### src/rtl/gsa_ctrl_if.sv
// gsa_ctrl_if: config, sample, averager and result-FIFO signals
// bundled for the growing-sum-average sequencer.
interface gsa_ctrl_if #(
  parameter int N    = 16,
  parameter int NA_W = 8
);
  logic [NA_W-1:0]   cfg_n_avgs_in;
  logic              cfg_start;
  logic              cfg_stop;
  logic              s_valid;
  logic signed [N-1:0] s_data;
  logic              s_ready;
  logic              gsa_valid;
  logic signed [N-1:0] gsa_x;
  logic [NA_W-1:0]   gsa_n_avgs;
  logic              gsa_clr;
  logic              gsa_new_dat;
  logic signed [N-1:0] gsa_y;
  logic              m_valid;
  logic              m_ready;
  logic signed [N-1:0] m_data;
  logic [NA_W-1:0]   m_n_avgs;
  logic              busy;
  logic              overrun;
  logic              cfg_err;

  modport slave (
    input  cfg_n_avgs_in, cfg_start, cfg_stop,
    input  s_valid, s_data,
    output s_ready,
    output gsa_valid, gsa_x, gsa_n_avgs, gsa_clr,
    input  gsa_new_dat, gsa_y,
    output m_valid, m_data, m_n_avgs,
    input  m_ready,
    output busy, overrun, cfg_err
  );

  modport master (
    output cfg_n_avgs_in, cfg_start, cfg_stop,
    output s_valid, s_data,
    input  s_ready,
    input  gsa_valid, gsa_x, gsa_n_avgs, gsa_clr,
    output gsa_new_dat, gsa_y,
    input  m_valid, m_data, m_n_avgs,
    output m_ready,
    input  busy, overrun, cfg_err
  );
endinterface

### src/rtl/gsa_ctrl.sv
// gsa_ctrl: block sequencer for the growing-sum averager; gates
// samples, holds block length, buffers results in a 2-deep FIFO.
module gsa_ctrl #(
  parameter int N        = 16,
  parameter int NA_W     = 8,
  parameter int MAX_LOG2 = 7
) (
  input logic       clk,
  input logic       rst_n,
  gsa_ctrl_if.slave bus
);
  localparam int CW = MAX_LOG2 + 1;
  localparam int EW = N + NA_W;

  typedef enum logic [1:0] {
    S_IDLE,
    S_ARM,
    S_RUN,
    S_SETTLE
  } state_t;

  state_t r_state;
  state_t w_next;

  logic [NA_W-1:0] r_n_avgs;
  logic [NA_W-1:0] w_req;
  logic            w_req_lo;
  logic            w_req_hi;
  logic [CW-1:0]   r_cnt;
  logic [CW-1:0]   w_last;
  logic [CW-1:0]   r_outst;
  logic            w_run;
  logic            w_acc;
  logic            w_blk_end;
  logic            w_stop;
  logic            w_res;
  logic            r_gsa_valid;
  logic [N-1:0]    r_gsa_x;
  logic            r_overrun;
  logic            r_cfg_err;

  logic [EW-1:0]   r_mem [2];
  logic            r_rd;
  logic            r_wr;
  logic [1:0]      r_fcnt;
  logic            w_full;
  logic            w_pop;
  logic            w_push;
  logic            w_drop;
  logic            w_mvalid;
  logic [EW-1:0]   w_head;

  // Requested length clamped into [1, MAX_LOG2]
  assign w_req_lo = (bus.cfg_n_avgs_in == '0);
  assign w_req_hi = (bus.cfg_n_avgs_in > NA_W'(MAX_LOG2));

  always_comb begin
    w_req = bus.cfg_n_avgs_in;
    if (w_req_lo) w_req = NA_W'(1);
    else if (w_req_hi) w_req = NA_W'(MAX_LOG2);
  end

  assign w_stop    = bus.cfg_stop;
  assign w_run     = (r_state == S_RUN);
  assign w_acc     = bus.s_valid & w_run;
  assign w_last    = (CW'(1) << r_n_avgs) - CW'(1);
  assign w_blk_end = w_acc & (r_cnt == w_last);
  assign w_res     = bus.gsa_new_dat & (r_state != S_IDLE);

  always_ff @(posedge clk or negedge rst_n) begin
    if (!rst_n) r_state <= S_IDLE;
    else        r_state <= w_next;
  end

  always_comb begin
    w_next = r_state;
    unique case (r_state)
      S_IDLE:   if (bus.cfg_start) w_next = S_ARM;
      S_ARM:    w_next = S_RUN;
      S_RUN:    if (w_blk_end && (w_req != r_n_avgs))
                  w_next = S_SETTLE;
      S_SETTLE: if (r_outst == '0) w_next = S_ARM;
      default:  w_next = S_IDLE;
    endcase
    if (w_stop) w_next = S_IDLE;
  end

  // Sample counter, in-flight result count, active length
  always_ff @(posedge clk or negedge rst_n) begin
    if (!rst_n) begin
      r_cnt    <= '0;
      r_outst  <= '0;
      r_n_avgs <= NA_W'(1);
    end else if (w_stop) begin
      r_cnt    <= '0;
      r_outst  <= '0;
    end else begin
      if (r_state == S_ARM) begin
        r_n_avgs <= w_req;
        r_cnt    <= '0;
      end else if (w_acc) begin
        r_cnt <= w_blk_end ? '0 : r_cnt + CW'(1);
      end
      case ({w_blk_end, w_res})
        2'b10:   if (r_outst != '1) r_outst <= r_outst + CW'(1);
        2'b01:   if (r_outst != '0) r_outst <= r_outst - CW'(1);
        default: ;
      endcase
    end
  end

  always_ff @(posedge clk or negedge rst_n) begin
    if (!rst_n) begin
      r_gsa_valid <= 1'b0;
      r_gsa_x     <= '0;
    end else begin
      r_gsa_valid <= w_acc & ~w_stop;
      r_gsa_x     <= (w_acc & ~w_stop) ? bus.s_data : '0;
    end
  end

  assign w_mvalid = (r_fcnt != 2'd0);
  assign w_full   = (r_fcnt == 2'd2);
  assign w_pop    = w_mvalid & bus.m_ready;
  assign w_push   = w_res & ~w_stop & (~w_full | w_pop);
  assign w_drop   = w_res & ~w_stop & w_full & ~w_pop;
  assign w_head   = r_mem[r_rd];

  // When full, push and pop hit the same slot: read is old, write lands next
  always_ff @(posedge clk or negedge rst_n) begin
    if (!rst_n) begin
      r_mem[0] <= '0;
      r_mem[1] <= '0;
      r_rd     <= 1'b0;
      r_wr     <= 1'b0;
      r_fcnt   <= 2'd0;
    end else if (w_stop) begin
      r_rd     <= 1'b0;
      r_wr     <= 1'b0;
      r_fcnt   <= 2'd0;
    end else begin
      if (w_push) begin
        r_mem[r_wr] <= {bus.gsa_y, r_n_avgs};
        r_wr        <= ~r_wr;
      end
      if (w_pop) r_rd <= ~r_rd;
      case ({w_push, w_pop})
        2'b10:   r_fcnt <= r_fcnt + 2'd1;
        2'b01:   r_fcnt <= r_fcnt - 2'd1;
        default: ;
      endcase
    end
  end

  always_ff @(posedge clk or negedge rst_n) begin
    if (!rst_n) begin
      r_overrun <= 1'b0;
      r_cfg_err <= 1'b0;
    end else begin
      if (bus.cfg_start) begin
        r_overrun <= 1'b0;
        r_cfg_err <= 1'b0;
      end
      if ((r_state == S_ARM) && (w_req_lo || w_req_hi))
        r_cfg_err <= 1'b1;
      if (w_drop) r_overrun <= 1'b1;
    end
  end

  assign bus.s_ready    = w_run;
  assign bus.gsa_valid  = r_gsa_valid;
  assign bus.gsa_x      = r_gsa_x;
  assign bus.gsa_n_avgs = r_n_avgs;
  assign bus.gsa_clr    = (r_state == S_ARM);
  assign bus.m_valid    = w_mvalid;
  assign bus.m_data     = w_mvalid ? w_head[EW-1:NA_W] : '0;
  assign bus.m_n_avgs   = w_mvalid ? w_head[NA_W-1:0] : '0;
  assign bus.busy       = (r_state != S_IDLE);
  assign bus.overrun    = r_overrun;
  assign bus.cfg_err    = r_cfg_err;
endmodule

### src/flat_wrapper.sv
// flat-port wrapper written by rule: the top's interface ports become plain ports
module gsa_ctrl_flat 
#(
  parameter int N        = 16,
  parameter int NA_W     = 8,
  parameter int MAX_LOG2 = 7
)
  (clk, rst_n, bus_cfg_n_avgs_in, bus_cfg_start, bus_cfg_stop, bus_s_valid, bus_s_data, bus_s_ready, bus_gsa_valid, bus_gsa_x, bus_gsa_n_avgs, bus_gsa_clr, bus_gsa_new_dat, bus_gsa_y, bus_m_valid, bus_m_data, bus_m_n_avgs, bus_m_ready, bus_busy, bus_overrun, bus_cfg_err);
  gsa_ctrl_if #(.N(N), .NA_W(NA_W)) bus_i ();
  input logic clk;
  input logic rst_n;
  input wire logic [$bits(bus_i.cfg_n_avgs_in)-1:0] bus_cfg_n_avgs_in;
  input wire logic [$bits(bus_i.cfg_start)-1:0] bus_cfg_start;
  input wire logic [$bits(bus_i.cfg_stop)-1:0] bus_cfg_stop;
  input wire logic [$bits(bus_i.s_valid)-1:0] bus_s_valid;
  input wire logic [$bits(bus_i.s_data)-1:0] bus_s_data;
  output wire logic [$bits(bus_i.s_ready)-1:0] bus_s_ready;
  output wire logic [$bits(bus_i.gsa_valid)-1:0] bus_gsa_valid;
  output wire logic [$bits(bus_i.gsa_x)-1:0] bus_gsa_x;
  output wire logic [$bits(bus_i.gsa_n_avgs)-1:0] bus_gsa_n_avgs;
  output wire logic [$bits(bus_i.gsa_clr)-1:0] bus_gsa_clr;
  input wire logic [$bits(bus_i.gsa_new_dat)-1:0] bus_gsa_new_dat;
  input wire logic [$bits(bus_i.gsa_y)-1:0] bus_gsa_y;
  output wire logic [$bits(bus_i.m_valid)-1:0] bus_m_valid;
  output wire logic [$bits(bus_i.m_data)-1:0] bus_m_data;
  output wire logic [$bits(bus_i.m_n_avgs)-1:0] bus_m_n_avgs;
  input wire logic [$bits(bus_i.m_ready)-1:0] bus_m_ready;
  output wire logic [$bits(bus_i.busy)-1:0] bus_busy;
  output wire logic [$bits(bus_i.overrun)-1:0] bus_overrun;
  output wire logic [$bits(bus_i.cfg_err)-1:0] bus_cfg_err;
  assign bus_i.cfg_n_avgs_in = bus_cfg_n_avgs_in;
  assign bus_i.cfg_start = bus_cfg_start;
  assign bus_i.cfg_stop = bus_cfg_stop;
  assign bus_i.s_valid = bus_s_valid;
  assign bus_i.s_data = bus_s_data;
  assign bus_s_ready = bus_i.s_ready;
  assign bus_gsa_valid = bus_i.gsa_valid;
  assign bus_gsa_x = bus_i.gsa_x;
  assign bus_gsa_n_avgs = bus_i.gsa_n_avgs;
  assign bus_gsa_clr = bus_i.gsa_clr;
  assign bus_i.gsa_new_dat = bus_gsa_new_dat;
  assign bus_i.gsa_y = bus_gsa_y;
  assign bus_m_valid = bus_i.m_valid;
  assign bus_m_data = bus_i.m_data;
  assign bus_m_n_avgs = bus_i.m_n_avgs;
  assign bus_i.m_ready = bus_m_ready;
  assign bus_busy = bus_i.busy;
  assign bus_overrun = bus_i.overrun;
  assign bus_cfg_err = bus_i.cfg_err;
  gsa_ctrl #(.N(N), .NA_W(NA_W), .MAX_LOG2(MAX_LOG2)) u_core (.clk(clk), .rst_n(rst_n), .bus(bus_i));
endmodule
### config.mk
export PLATFORM = sky130hd
export DESIGN_NAME = gsa_ctrl_flat
export DESIGN_NICKNAME = d
export VERILOG_FILES = /design/src/rtl/gsa_ctrl_if.sv /design/src/rtl/gsa_ctrl.sv /design/src/flat_wrapper.sv
export SDC_FILE = /design/constraint.sdc
export NUM_CORES = 1
export LEC_CHECK = 0
export ABC_AREA = 1
export CORE_MARGIN = 8
export CORE_UTILIZATION = 56
export DETAILED_ROUTE_END_ITERATION = 8
export PLACE_DENSITY_LB_ADDON = 0.2
export REMOVE_ABC_BUFFERS = 1
export SLEW_MARGIN = 20
export SYNTH_ARGS = -nofsm -noshare
export SYNTH_HDL_FRONTEND = slang
export SYNTH_SLANG_ARGS = --single-unit
### constraint.sdc
create_clock -name clk -period 5.7 [get_ports clk]
set_input_delay 0.57 -clock clk [delete_from_list [all_inputs] [get_ports clk]]
set_output_delay 0.57 -clock clk [all_outputs]
set_load 0.05 [all_outputs]
==> reports/results.ini <==
[run_status]
run_status = complete, no violations

[routing]
routed_wl_mm = 12.2
vias = 4443
ant_nets = 0
avgRoutedWirePerCell_um = 14.5
firstDrtPassIters = 4
drt_iter0_markers = 254
vias_per_cell = 5.26
drc = 0

[setup_path]
crit_path_start_kind = flip-flop
path_depth = 23
cp_cell_sequence = inv_2 -> nor3_2 -> nand2_1 -> ha_1 -> xnor2_1 -> nor2_1 -> nand2_1 -> nor2_1 -> nand4_1 -> nor2_2 -> nand2_2 -> nand2_2 -> inv_1 -> ha_1 -> a21oi_1 -> nand2_1 -> nand4_1 -> o211ai_1 -> xor2_1 -> nand3_1 -> a21oi_1 -> nand2_1 -> nand2_1
end_kind = flip-flop
arrival_ps = 4230
crit_top_cell = nand2_1
crit_path_end = u_core.r_outst[7]$_DFFE_PN0P_
critical_path_class = flip-flop to flip-flop
max_stage_delay_ps = 600
r2r_end = u_core.r_outst[7]$_DFFE_PN0P_
path_delay_family = simple AND/OR/NAND/NOR gates
r2r_slack_ps = 1770
critPathLaunch = u_core.bus.gsa_n_avgs[0]$_DFFE_PN1P_
worstPathRequired_ps = 6000
r2r-start = u_core.bus.gsa_n_avgs[0]$_DFFE_PN1P_
slowest_stage = dfstp_2
ff2ff_path_depth = 23
critPathMaxFanout = 8
critPathBufInv = 2

[synthesis]
synth_area_leader_cell = dfrtp_1
syn-instance-count = 638
yosysSeqAreaShare_pct = 48.9
avgSynthCellArea_sq_um = 7.79
synth.area.top_cells = dfrtp_1 (48%), nand2_1 (12%), inv_1 (7.4%), o21ai_0 (6.8%), a21oi_1 (4.1%)
syn-cell-area_sq_um = 4970
synth_cell_types = 35
synth_top_cell_area_share_pct = 48.3
synth_seq_cells = 97
ys_warn_count = 0

[placement]
hpwl_mm = 8.70
place_ws_ps = 1900
port_buffers = 101
placed_area_sq_um = 6050
placed_cells = 829
gp_congestion = 0.901

[job]
maxCapViolCount = 0

[sta]
rsz0062_at_grt = no
post-route-period-util_pct = 68.9
setup_slack_ps = 1770
timing.setup.tns_ps = 0
max_slew_margin_pct = 37.1
max_clock_freq_mhz = 255
report.final.slew_viol_count = 0
tightest_slew_ps = 943
hold_viol = 0
setup_viol = 0
clock_skew_ps = 8.07
period_minus_slack_ps = 3930

[layout]
final_area_sq_um = 6270
fin_nets = 792
drive_gt1_share_pct = 5.29
areaGrowthSynthToFinish_pct = 26.2
fin_cells = 845
antenna_cells = 0

[power]
powerDensity_nw_per_um2 = 541
peakVddDrop_uv = 275
p_leak_nw = 3.03

[floorplanning]
dieArea_sq_um = 12100
ios = 102
placementRows = 34
coreArea_sq_um = 8680
initial_core_util_pct = 57.3
die_y_um = 110
die_x_um = 110

[global_route]
grt_use_total_pct = 20.8
grt_overflow = 0
grt_max_degree = 60
grt_pass1_vias = 4436
grt_pass1_wl_mm = 20.3
antenna_found_initial = 0

[cts]
post_cts_buffers = 0
cts_tree = done
cts_buffers = 9
path_clk_slew_ps = 100
hold_buffers = 0
clkSinkCount = 97
cts_max_path_buffers = 2
root_buffer = clkbuf_8
clock_latency_ps = 360
htree_levels = 3
cts_resized = 0

[min_path]
hold_class = input pin to async pin

power breakdown:
group | internal, mW | leakage [nW] | switching (mW) | total (mW)
Sequential | 0.919 | 1.25 | 0.143 | 1.06
Clock | 0.241 | 0.106 | 0.244 | 0.485
Combinational | 0.603 | 1.68 | 1.24 | 1.85
Total | 1.76 | 3.03 | 1.63 | 3.39
cells in the mapped netlist (all sizes together):
cell      n
nand3    25
clkbuf   18
nor4      3
xor2      5
nand4    11
nor2     62
o21ai    69
o211ai    3
nand3b    2
ha       12
nor3      7
buf       3
fa        1
nand2   162
clkinv    1
nor3b     1
a31oi     1
inv      99
a21oi    41
dfstp     1
dfrtp    96
xnor2     5
o22ai     8
or2       1
a311oi    1
metal layers:
layer	GRT usage (%)	routed length, um
met5	0	0
met1	24.8	5150
met2	36.5	6100
met4	7.42	228
met3	4.24	757
worst min-delay path by stage:
stage | depth (start not counted) | from | endpoint
final | 1 | rst_n | u_core.r_mem[16]$_DFFE_PN0P_
after global routing | 1 | rst_n | u_core.r_mem[16]$_DFFE_PN0P_
after CTS | 1 | rst_n | u_core.r_mem[16]$_DFFE_PN0P_
after detailed placement | 2 | u_core.r_mem[34]$_DFFE_PN0P_ | u_core.r_mem[34]$_DFFE_PN0P_
after global placement | 2 | u_core.r_mem[46]$_DFFE_PN0P_ | u_core.r_mem[46]$_DFFE_PN0P_
after floorplan | 0 | rst_n | u_core.bus.cfg_err$_DFFE_PN0P_
placed cells by master, fill, tap and decap left out, drive strengths merged:
master | netlist | routed
or2 | 1 | 1
nor3 | 7 | 7
o211ai | 3 | 3
nor2 | 62 | 62
clkbuf | 18 | 13
dfrtp | 96 | 96
ha | 12 | 12
a31oi | 1 | 1
clkinvlp | 0 | 1
nand4 | 11 | 11
nand3b | 2 | 2
nand3 | 25 | 25
a21oi | 41 | 41
clkinv | 1 | 1
buf | 3 | 4
a311oi | 1 | 1
xnor2 | 5 | 5
dfstp | 1 | 1
o21ai | 69 | 69
nor4 | 3 | 3
inv | 99 | 100
clkdlybuf4s50 | 0 | 100
nor3b | 1 | 1
xor2 | 5 | 5
o22ai | 8 | 8
nand2 | 162 | 162
bufinv | 0 | 1
fa | 1 | 1
flip-flops by register name, indices dropped and copies added (netlist names), 2 cells and up:
name                   count
u_core.r_state             2
u_core.r_cnt               8
u_core.bus.gsa_x          16
u_core.r_outst             8
u_core.r_fcnt              2
u_core.bus.gsa_n_avgs      8
u_core.r_mem              48
kinds of logic (layout without fill, tap and decap cells):
group | Yosys count | in the layout | share of synthesized area (%)
buffers and inverters | 121 | 220 | 9.37
xor gates and xnor gates | 10 | 10 | 1.76
and+or+nand+nor | 274 | 274 | 23.7
adders and majority gates | 13 | 13 | 3.42
AOI/OAI and AO/OA | 123 | 123 | 12.8
DFF | 97 | 97 | 48.9
cell type report:
class,instances,area (sq um)
clock buffers,13,169
clock inverters,3,46.3
fillers,700,2410
inverters,100,377
multi-input cells,420,2080
flip-flops and latches,97,2430
well taps,108,135
repair buffers,104,1030
stage by stage:
step                      util (%)  hold slack (ps)  power [mW]
after detailed placement      69.8              455        2.91
after global routing          72.2              182        3.63
after global placement        69.8              448        2.85
final                         72.2              160        3.39
after CTS                     72.2              181        3.41
after floorplan                  -              274        2.34
No activity file was read; power rests on OpenSTA's default activity.
